--- src/rtl/sram_boot_loader.sv ---
// sram_boot_loader
// Streams a byte-wide boot image into two four-lane SRAMs (imem, then dmem)
// and holds the core in reset until the last byte has been written.
// Each memory lane is one byte of a little-endian 32-bit word; byte n of a
// memory's image lands in lane n%4 at word address n/4. Writes are registered,
// so every accepted byte reaches its SRAM lane one cycle after acceptance.
module sram_boot_loader #(
    parameter int WORDS = 512
) (
    input  logic            clk,
    input  logic            rst,
    input  logic            start,
    input  logic            rx_valid,
    input  logic [7:0]      rx_data,
    output logic            rx_ready,
    output logic [0:3]      CEN_imem,
    output logic [0:3]      GWEN_imem,
    output logic [0:3][7:0] WEN_imem,
    output logic [0:3][8:0] A_imem,
    output logic [0:3][7:0] D_imem,
    output logic [0:3]      CEN_dmem,
    output logic [0:3]      GWEN_dmem,
    output logic [0:3][7:0] WEN_dmem,
    output logic [0:3][8:0] A_dmem,
    output logic [0:3][7:0] D_dmem,
    output logic            core_rst,
    output logic            busy,
    output logic            done,
    output logic [7:0]      checksum
);

    typedef enum logic [1:0] {
        IDLE,
        LOAD_IMEM,
        LOAD_DMEM,
        DONE
    } state_e;

    localparam logic [8:0] LastAddr = 9'(WORDS - 1);

    state_e     state_q, state_d;
    logic [1:0] laneIdx_q, laneIdx_d;
    logic [8:0] wordAddr_q, wordAddr_d;
    logic [7:0] checksum_q, checksum_d;

    // Pending write: captured on the accepting edge, presented to the SRAM
    // pins during the following cycle.
    logic       wrValid_q, wrValid_d;
    logic       wrDmem_q, wrDmem_d;
    logic [1:0] wrLane_q, wrLane_d;
    logic [8:0] wrAddr_q, wrAddr_d;
    logic [7:0] wrData_q, wrData_d;

    logic loading;
    logic accept;

    assign loading  = (state_q == LOAD_IMEM) || (state_q == LOAD_DMEM);
    assign accept   = rx_valid && loading;
    assign rx_ready = loading;
    assign busy     = loading;
    assign done     = (state_q == DONE);
    assign checksum = checksum_q;

    // The core is released only once DONE is reached and the final dmem
    // write has drained; leaving DONE on start puts it straight back in reset.
    assign core_rst = !((state_q == DONE) && !wrValid_q);

    // State, stream position, checksum and pending-write registers.
    always_ff @(posedge clk or posedge rst) begin
        if (rst) begin
            state_q    <= IDLE;
            laneIdx_q  <= 2'd0;
            wordAddr_q <= 9'd0;
            checksum_q <= 8'd0;
            wrValid_q  <= 1'b0;
            wrDmem_q   <= 1'b0;
            wrLane_q   <= 2'd0;
            wrAddr_q   <= 9'd0;
            wrData_q   <= 8'd0;
        end else begin
            state_q    <= state_d;
            laneIdx_q  <= laneIdx_d;
            wordAddr_q <= wordAddr_d;
            checksum_q <= checksum_d;
            wrValid_q  <= wrValid_d;
            wrDmem_q   <= wrDmem_d;
            wrLane_q   <= wrLane_d;
            wrAddr_q   <= wrAddr_d;
            wrData_q   <= wrData_d;
        end
    end

    // Next-state logic: start arms a fresh load from IDLE/DONE, each accepted
    // byte advances lane/address, and the last word of each memory moves on.
    always_comb begin
        state_d    = state_q;
        laneIdx_d  = laneIdx_q;
        wordAddr_d = wordAddr_q;
        checksum_d = checksum_q;
        wrValid_d  = 1'b0;
        wrDmem_d   = (state_q == LOAD_DMEM);
        wrLane_d   = laneIdx_q;
        wrAddr_d   = wordAddr_q;
        wrData_d   = rx_data;

        case (state_q)
            IDLE, DONE: begin
                if (start) begin
                    state_d    = LOAD_IMEM;
                    laneIdx_d  = 2'd0;
                    wordAddr_d = 9'd0;
                    checksum_d = 8'd0;
                end
            end
            LOAD_IMEM, LOAD_DMEM: begin
                if (accept) begin
                    wrValid_d  = 1'b1;
                    checksum_d = checksum_q + rx_data;
                    if (laneIdx_q == 2'd3) begin
                        laneIdx_d = 2'd0;
                        if (wordAddr_q == LastAddr) begin
                            wordAddr_d = 9'd0;
                            state_d    = (state_q == LOAD_IMEM) ? LOAD_DMEM : DONE;
                        end else begin
                            wordAddr_d = wordAddr_q + 9'd1;
                        end
                    end else begin
                        laneIdx_d = laneIdx_q + 2'd1;
                    end
                end
            end
            default: begin
                state_d = IDLE;
            end
        endcase
    end

    // SRAM pin decode: every lane idles (disabled, all-ones enables, zero
    // address/data) except the single lane named by the pending write.
    always_comb begin
        CEN_imem  = 4'b1111;
        GWEN_imem = 4'b1111;
        WEN_imem  = {4{8'hFF}};
        A_imem    = '0;
        D_imem    = '0;
        CEN_dmem  = 4'b1111;
        GWEN_dmem = 4'b1111;
        WEN_dmem  = {4{8'hFF}};
        A_dmem    = '0;
        D_dmem    = '0;

        if (wrValid_q) begin
            if (wrDmem_q) begin
                CEN_dmem[wrLane_q]  = 1'b0;
                GWEN_dmem[wrLane_q] = 1'b0;
                WEN_dmem[wrLane_q]  = 8'h00;
                A_dmem[wrLane_q]    = wrAddr_q;
                D_dmem[wrLane_q]    = wrData_q;
            end else begin
                CEN_imem[wrLane_q]  = 1'b0;
                GWEN_imem[wrLane_q] = 1'b0;
                WEN_imem[wrLane_q]  = 8'h00;
                A_imem[wrLane_q]    = wrAddr_q;
                D_imem[wrLane_q]    = wrData_q;
            end
        end
    end

endmodule
--- config.mk ---
export PLATFORM = sky130hd
export DESIGN_NAME = sram_boot_loader
export DESIGN_NICKNAME = d
export VERILOG_FILES = /design/src/rtl/sram_boot_loader.sv
export SDC_FILE = /design/constraint.sdc
export NUM_CORES = 1
export LEC_CHECK = 0
export ABC_CLOCK_PERIOD_IN_PS = 2400
export BUFFER_PORTS_ARGS = -buffer_cell sky130_fd_sc_hd__buf_2
export CORE_ASPECT_RATIO = 1.75
export CORE_MARGIN = 8
export CORE_UTILIZATION = 42
export CTS_CLUSTER_SIZE = 10
export DETAILED_ROUTE_END_ITERATION = 8
export GPL_TIMING_DRIVEN = 0
export PLACE_DENSITY = 0.9
export SETUP_SLACK_MARGIN = 0.15
export SLEW_MARGIN = 20
export SYNTH_ARGS = -nofsm -noshare
export SYNTH_HDL_FRONTEND = slang
export SYNTH_SLANG_ARGS = --single-unit
--- constraint.sdc ---
create_clock -name clk -period 2.4 [get_ports clk]
set_input_delay 0.12 -clock clk [delete_from_list [all_inputs] [get_ports clk]]
set_output_delay 0.12 -clock clk [all_outputs]
set_load 0.01 [all_outputs]
# == Word level (Yosys, flattened, before mapping) ==
# Cells that the tools add are included.
# word_totals
register_bits,42
input_bits,12
output_inout_bits,228
word_cells,82
# op_classes
n_addsub,3
n_lt_le_gt_ge,2
n_eq_ne,9
n_mux,42
bitwise,5
n_reduce_logical,12
# op_table
op,count
$mux 32,8
$mux 36,4
$mux 9,5
$and 36x36->36,1
$and 32x32->32,1
$not 32->32,1
$mux 8,3
$demux 9 s2,1
$pmux 9 s2,1
$demux 8 s2,1
$mux 4,4
$pmux 8 s2,1
$mux 2,7
$add 9x1->9 const B,1
$eq 9x9->1 const B,1
$add 8x8->8,1
$ne 2x2->1 const B,4
$pmux 2 s2,2
$eq 2x2->1 const B,3
$mux 1,4
$not 4->4,1
$reduce_and 4->1,1
$reduce_or 2->1,2
$ge 3x3->1 const B,1
other kinds (11),14

# == Depth between registers and ports, before layout ==
# Gate-level depths: netlist of run 1.
# logic_depth
ltp_word,8
depth_mapped,8
mapped_depth_nobuf,8

# == Worst setup path after synthesis of run 1 ==
# Ideal clock, no wire load.
# synth_timing
kind,register to register
startpoint,register checksum_q[0] (netlist: checksum[0])
endpoint,register checksum_q[6] (netlist: checksum[6])
setup_ps,132
arrival_ps,1792
required_time_ps,2268
path_slack_ps,476
path_stages_with_launch,8
path_buffers,0
period_less_slack_ps,1924
path_cell_list,dfrtp_1 ha_1 fa_1 a21o_1 a31o_1 a21oi_1 xor2_1 o21ai_1
# synth_between
elab_chain_cells,3
# synth_rtl
element,line,text
start: declaration,44,"logic [7:0] checksum_q, checksum_d;"
start signal: assignment,84,checksum_q <= checksum_d;
$add 8x8->8,118,checksum_d = checksum_q + rx_data;
$mux 8,116,if (accept) begin
$pmux 8 s2,106,case (state_q)
# Every way passes these cells. The select of a mux whose other input is x is not followed.
# A chain may end at the register's enable or synchronous reset.

==> results.toml, run 1 <==
[outcome]
status = "completed"

[power_and_ir_drop]
leakage_nw = 2.87
power.density_mw_per_mm2 = 722
ir_worst_vdd_mv = 0.885

[grt]
grt_pass1_vias = 3558
antenna_found_initial = 1
grt_pass1_wl_um = 19600
grt_usage_pct = 21.3
grt_remaining_overflow = 0
grt_max_degree = 37

[floorplanning]
die_y_um = 135
die-area_mm2 = 0.0113
dieWidth_um = 83.8
ios = 240
start_util_pct = 43.0
core_mm2 = 0.00786
rows = 43

[timing]
setup_viol = 0
period_minus_slack_ns = 2.28
clock_skew_ns = 0.00206
rsz0062_at_grt = "yes"
tns_ns = 0
worstMarginPinSlew_ns = 0.451
min_period_over_period_pct = 95.1
max-slew-margin-rel_pct = 69.9
hold_violations = 0
drv_slew = 0
fmax_mhz = 438

[worst_setup_path]
worstRegToRegCells = 6
crit_path_top_delay_cell = "dfrtp_1"
r2r_slack_ns = 0.34
cp.arrival_ns = 2.16
critPathKind = "reg -> out"
endpoint_kind = "output pin"
cp-start-kind = "flop"
worstPathMaxFanout = 10
cp_cell_sequence = "nand2b_1 -> nor2_2 -> clkbuf_2 -> inv_1 -> buf_4 -> buf_2"
r2r_end = "wordAddr_q[4]"
cpPeakStageDelay_ns = 0.47
required_ns = 2.28
r2r-start = "wordAddr_q[0]"

[cells_and_area]
final_common_cell = "buf_2"
final_util_pct = 63.9
synthToLayoutAreaGrowth_pct = 48.7
layout-drive-gt1-share_pct = 52.2
layout_common_cells = "buf_2, and2_1, buf_4"
final_nets = 682

[min_path]
min_from = "start"
min_path_type = "in -> reg"
hold_depth = 4
hold_end = "checksum[2]"

[clock_network]
clockBufferDepth = 2
clock_latency_ns = 0.28
htreeDepth = 2
cts-root-buf = "clkbuf_16"
cts_tree = "done"
clk_pin_slew_worst_paths_ns = 0.06
clock-sinks = 42
cts_made_buffers = 5

[route]
vias = 3602
drc = 0
first_iter_violations = 92
drtPass1Iterations = 4
detail-route-antenna-nets = 0
viasPerCell = 4.82
wl_per_cell_um = 17.2
wl_um = 12800

[yosys]
yosysUniqueCellTypes = 34
avgSynthCellArea_um2 = 8.46
yosysWarnings = 0
ys_seq_area_share_pct = 31.1
syn-cell-area_mm2 = 0.00337
yosys_register_bits = 42
syn_inst = 399
synth_nets = 425

[flow_run]
maxCapViolCount = 0

[place]
gp_congestion = 0.799
hpwlAfterDp_um = 10400
io_buffer_count = 238
## area by class of cell
class	count	area, um2
flip-flops and latches	42	1050
diodes	1	2.50
well taps	90	113
multi-input cells	259	1720
clock buffers	6	139
plain buffers	85	611
inverters	13	48.8
clock inverters	2	12.5
repair buffers	250	1320
fillers	646	2840
## synthesized netlist by cell type
cell | number | area [um2]
a211oi_1 | 1 | 7.51
a211oi_2 | 1 | 12.5
a21o_1 | 4 | 30.0
a21oi_1 | 6 | 30.0
a31o_1 | 1 | 8.76
a41o_1 | 1 | 10.0
and2_1 | 138 | 863
and3_1 | 4 | 25.0
buf_2 | 1 | 5.00
buf_4 | 74 | 556
clkbuf_1 | 10 | 37.5
dfrtp_1 | 42 | 1050
fa_1 | 1 | 20.0
ha_1 | 13 | 163
inv_1 | 13 | 48.8
mux2i_1 | 4 | 40.0
nand2_1 | 13 | 48.8
nand2b_1 | 7 | 43.8
nand3_1 | 9 | 45.0
nand3b_1 | 2 | 15.0
nor2_1 | 14 | 52.6
nor2_4 | 1 | 11.3
nor3_1 | 3 | 15.0
nor3_2 | 2 | 20.0
nor3b_1 | 1 | 7.51
o21a_1 | 1 | 7.51
o21ai_0 | 13 | 65.1
o21ai_1 | 7 | 35.0
o21bai_1 | 1 | 7.51
o31ai_1 | 2 | 15.0
o32a_1 | 1 | 10.0
or3_1 | 1 | 6.26
xnor2_1 | 3 | 26.3
xor2_1 | 4 | 35.0
## critical path, delay by kind of cell (launching register included)
kind	cells	cell delay, ns
buf+inv	4	0.81
simple gates	2	0.60
flops	1	0.47
## layer usage
layer,GRT usage [%],up-vias,wire [um]
met2,39.4,160,6910
met3,6.03,27,949
li1,-,1727,-
met1,21.3,1688,4600
met4,9.65,0,375
met5,0,-,0
## cells by family after synthesis
kind of cell,after synthesis,share of synthesized area (%)
simple gates,195,34.2
xor+xnor,7,1.82
mux,4,1.19
flops,42,31.1
compound gates,39,7.08
fa+ha+maj,14,5.41
buf+inv,98,19.2
## state kept, by name (all words and copies together) (netlist names)
name / count
checksum: 8
laneIdx_q: 2
state_q: 2
wordAddr_q: 9
wrAddr_q: 9
wrData_q: 8
wrDmem_q: 1
wrLane_q: 2
wrValid_q: 1
## stage by stage
step	power [mW]	setup WS [ns]	cell area [um2]	cells	hold WS (ns)
2_1_floorplan	2.21	0.476	3370	399	0.151
3_3_place_gp	2.79	0.148	4680	727	0.249
3_5_place_dp	2.86	0.168	4700	728	0.0281
4_1_cts	3.59	0.0355	4970	745	0.183
5_1_grt	3.87	0.0332	5020	748	0.228
6_report	3.62	0.119	5020	748	0.183
## how the worst max path moves through the flow
stage | startpoint | endpoint | slack (ns)
2_1_floorplan | checksum[0] | checksum[6] | 0.48
4_1_cts | wrDmem_q | WEN_imem[25] | 0.04
6_report | wrLane_q[1] | WEN_imem[17] | 0.12
3_5_place_dp | wrDmem_q | GWEN_imem[2] | 0.17
5_1_grt | wrDmem_q | WEN_imem[18] | 0.03
3_3_place_gp | wrDmem_q | GWEN_imem[2] | 0.15
## report_power, final
group / total, mW / leakage (nW) / internal [mW] / switching, mW
clock network: 0.674 / 0.0729 / 0.411 / 0.263
logic: 1.92 / 2.25 / 0.861 / 1.06
registers: 1.02 / 0.548 / 0.851 / 0.173
total: 3.62 / 2.87 / 2.12 / 1.50
## repair_timing
action                                  4_1_cts  5_1_grt
endpoints found under the hold margin        50        0
endpoints found under the setup margin      103       74
hold buffers                                  9        0
setup buffers                                 0        2
pin swaps                                     0        2
gates resized for setup                      15        8
(Power assumes the default switching activity.)
==> run 2, diff against run 1 <==
BUFFER_PORTS_ARGS = -buffer_cell sky130_fd_sc_hd__buf_4   (was -buffer_cell sky130_fd_sc_hd__buf_2)
==> run 2 against run 1 <==
Against the previous run:
- core utilization grew 8.5 points
- global-route usage grew 2.0 points
- critical endpoint is now WEN_imem[0]
- critical path type unchanged
- clock power grew 29%
==> results.toml, run 2 (synthesized netlist as in run 1, its figures left out) <==
[outcome]
status = "completed"

[place]
gp_congestion = 0.857
place_ws_ns = 0.145
dpl_cell_area_mm2 = 0.00529
hpwlAfterDp_um = 11200
io_buffer_count = 238

[timing]
setup_slack_ns = 0.141
drv_slew = 0
fmax_mhz = 443
clock_skew_ns = 0.00298
max-slew-margin-rel_pct = 70.9
min_period_over_period_pct = 94.1
period_minus_slack_ns = 2.26
setup_viol = 0
tns_ns = 0
worstMarginPinSlew_ns = 0.436
rsz0062_at_grt = "yes"
hold_violations = 0

[floorplanning]
dieWidth_um = 83.8
die-area_mm2 = 0.0113
rows = 43
die_y_um = 135
ios = 240
core_mm2 = 0.00786
start_util_pct = 43.0

[clock_network]
cts_tree = "done"
clock-sinks = 42
clock_latency_ns = 0.28
cts_made_buffers = 5
clk_pin_slew_worst_paths_ns = 0.06
cts-root-buf = "clkbuf_16"
htreeDepth = 2
clockBufferDepth = 2

[worst_setup_path]
endpoint_kind = "output pin"
cp-start-kind = "flop"
critPathKind = "reg -> out"
worstPathMaxFanout = 10
required_ns = 2.28
cp.arrival_ns = 2.14

[min_path]
min_path_type = "in -> reg"

[power_and_ir_drop]
leakage_nw = 3.04
p_switching_mw = 1.55
p_clk_share_pct = 21.4
power.total_mw = 4.06
ir_worst_vdd_mv = 0.962
pwr-share-comb_pct = 53.3
p_seq_share_pct = 25.3
p_sw_share_pct = 38.2
power.density_mw_per_mm2 = 714
p_int_mw = 2.51

[route]
detail-route-antenna-nets = 0
wl_per_cell_um = 18.3
first_iter_violations = 89
viasPerCell = 4.74
drc = 0
vias = 3557
drtPass1Iterations = 4
wl_um = 13700

[cells_and_area]
final_common_cell = "buf_4"
layout_common_cells = "buf_4, and2_1, dfrtp_1"
synthToLayoutAreaGrowth_pct = 68.5
final_area_mm2 = 0.00569
reg_top3 = "wordAddr_q: 9 flops, wrAddr_q: 9 flops"
final_nets = 685
final_util_pct = 72.4
n_antenna_cell = 0
layout-drive-gt1-share_pct = 52.7

[grt]
antenna_found_initial = 0
grt_max_degree = 37
grt_pass1_vias = 3560
grt_usage_pct = 23.3
grt_pass1_wl_um = 21200
grt_remaining_overflow = 0

[flow_run]
maxCapViolCount = 0
[run 2: layer usage]
layer	up-vias	part of all wire, %	track usage, %
li1	1714	-	-
met1	1666	36	24.7
met2	154	55	43.6
met3	23	6.2	5.31
met4	0	2.4	7.82
met5	-	0	0
[run 2: path summary, 6_finish.rpt]
path,startpoint,endpoint,slack [ns],cells after the start
hold reg to reg,laneIdx_q[1],wrLane_q[1],0.43,0
setup / recovery,wrDmem_q,WEN_imem[0],0.14,6
max in group asynchronous,rst,wrAddr_q[1],1.69,4
setup reg to reg,wordAddr_q[0],wordAddr_q[4],0.33,6
min in group asynchronous,rst,checksum[3],0.30,3
hold / removal,start,checksum[0],0.17,4
[run 2: through the flow]
stage	cells	hold slack, ns
2_1_floorplan	399	0.151
5_1_grt	750	0.218
4_1_cts	745	0.182
3_5_place_dp	728	0.0372
3_3_place_gp	727	0.243
6_report	750	0.174
[run 2: what timing repair did]
item	4_1_cts	5_1_grt
cloned	0	1
setup buffers	0	4
endpoints found under the setup margin	98	75
endpoints found under the hold margin	50	0
hold buffers	9	0
pin swaps	0	3
resized for setup	15	13
[run 2: power groups by stage]
stage               sequential [mW]  clock [mW]  combinational (mW)
floorplan                      1.00           0                1.21
global placement               1.01           0                2.00
detailed placement             1.02           0                2.06
CTS                            1.02       0.879                2.12
global route                   1.05       0.912                2.36
finish                         1.03       0.868                2.17
[run 2: area by class of cell]
type	count	area, um2
Sequential cell	42	1050
Timing Repair inverter	1	7.51
Fill cell	580	2170
Inverter	13	52.6
Clock inverter	3	68.8
Clock buffer	5	125
Multi-Input combinational cell	259	1730
Buffer	85	613
Timing Repair Buffer	252	1930
Tap cell	90	113
[run 2: critical path, stage by stage, from the launching register on]
cell and delay [ns]:
dfrtp_1 0.38, nand2b_1 0.27, nor2_2 0.38, clkbuf_2 0.29, inv_1 0.21, buf_4 0.19
buf_4 0.13
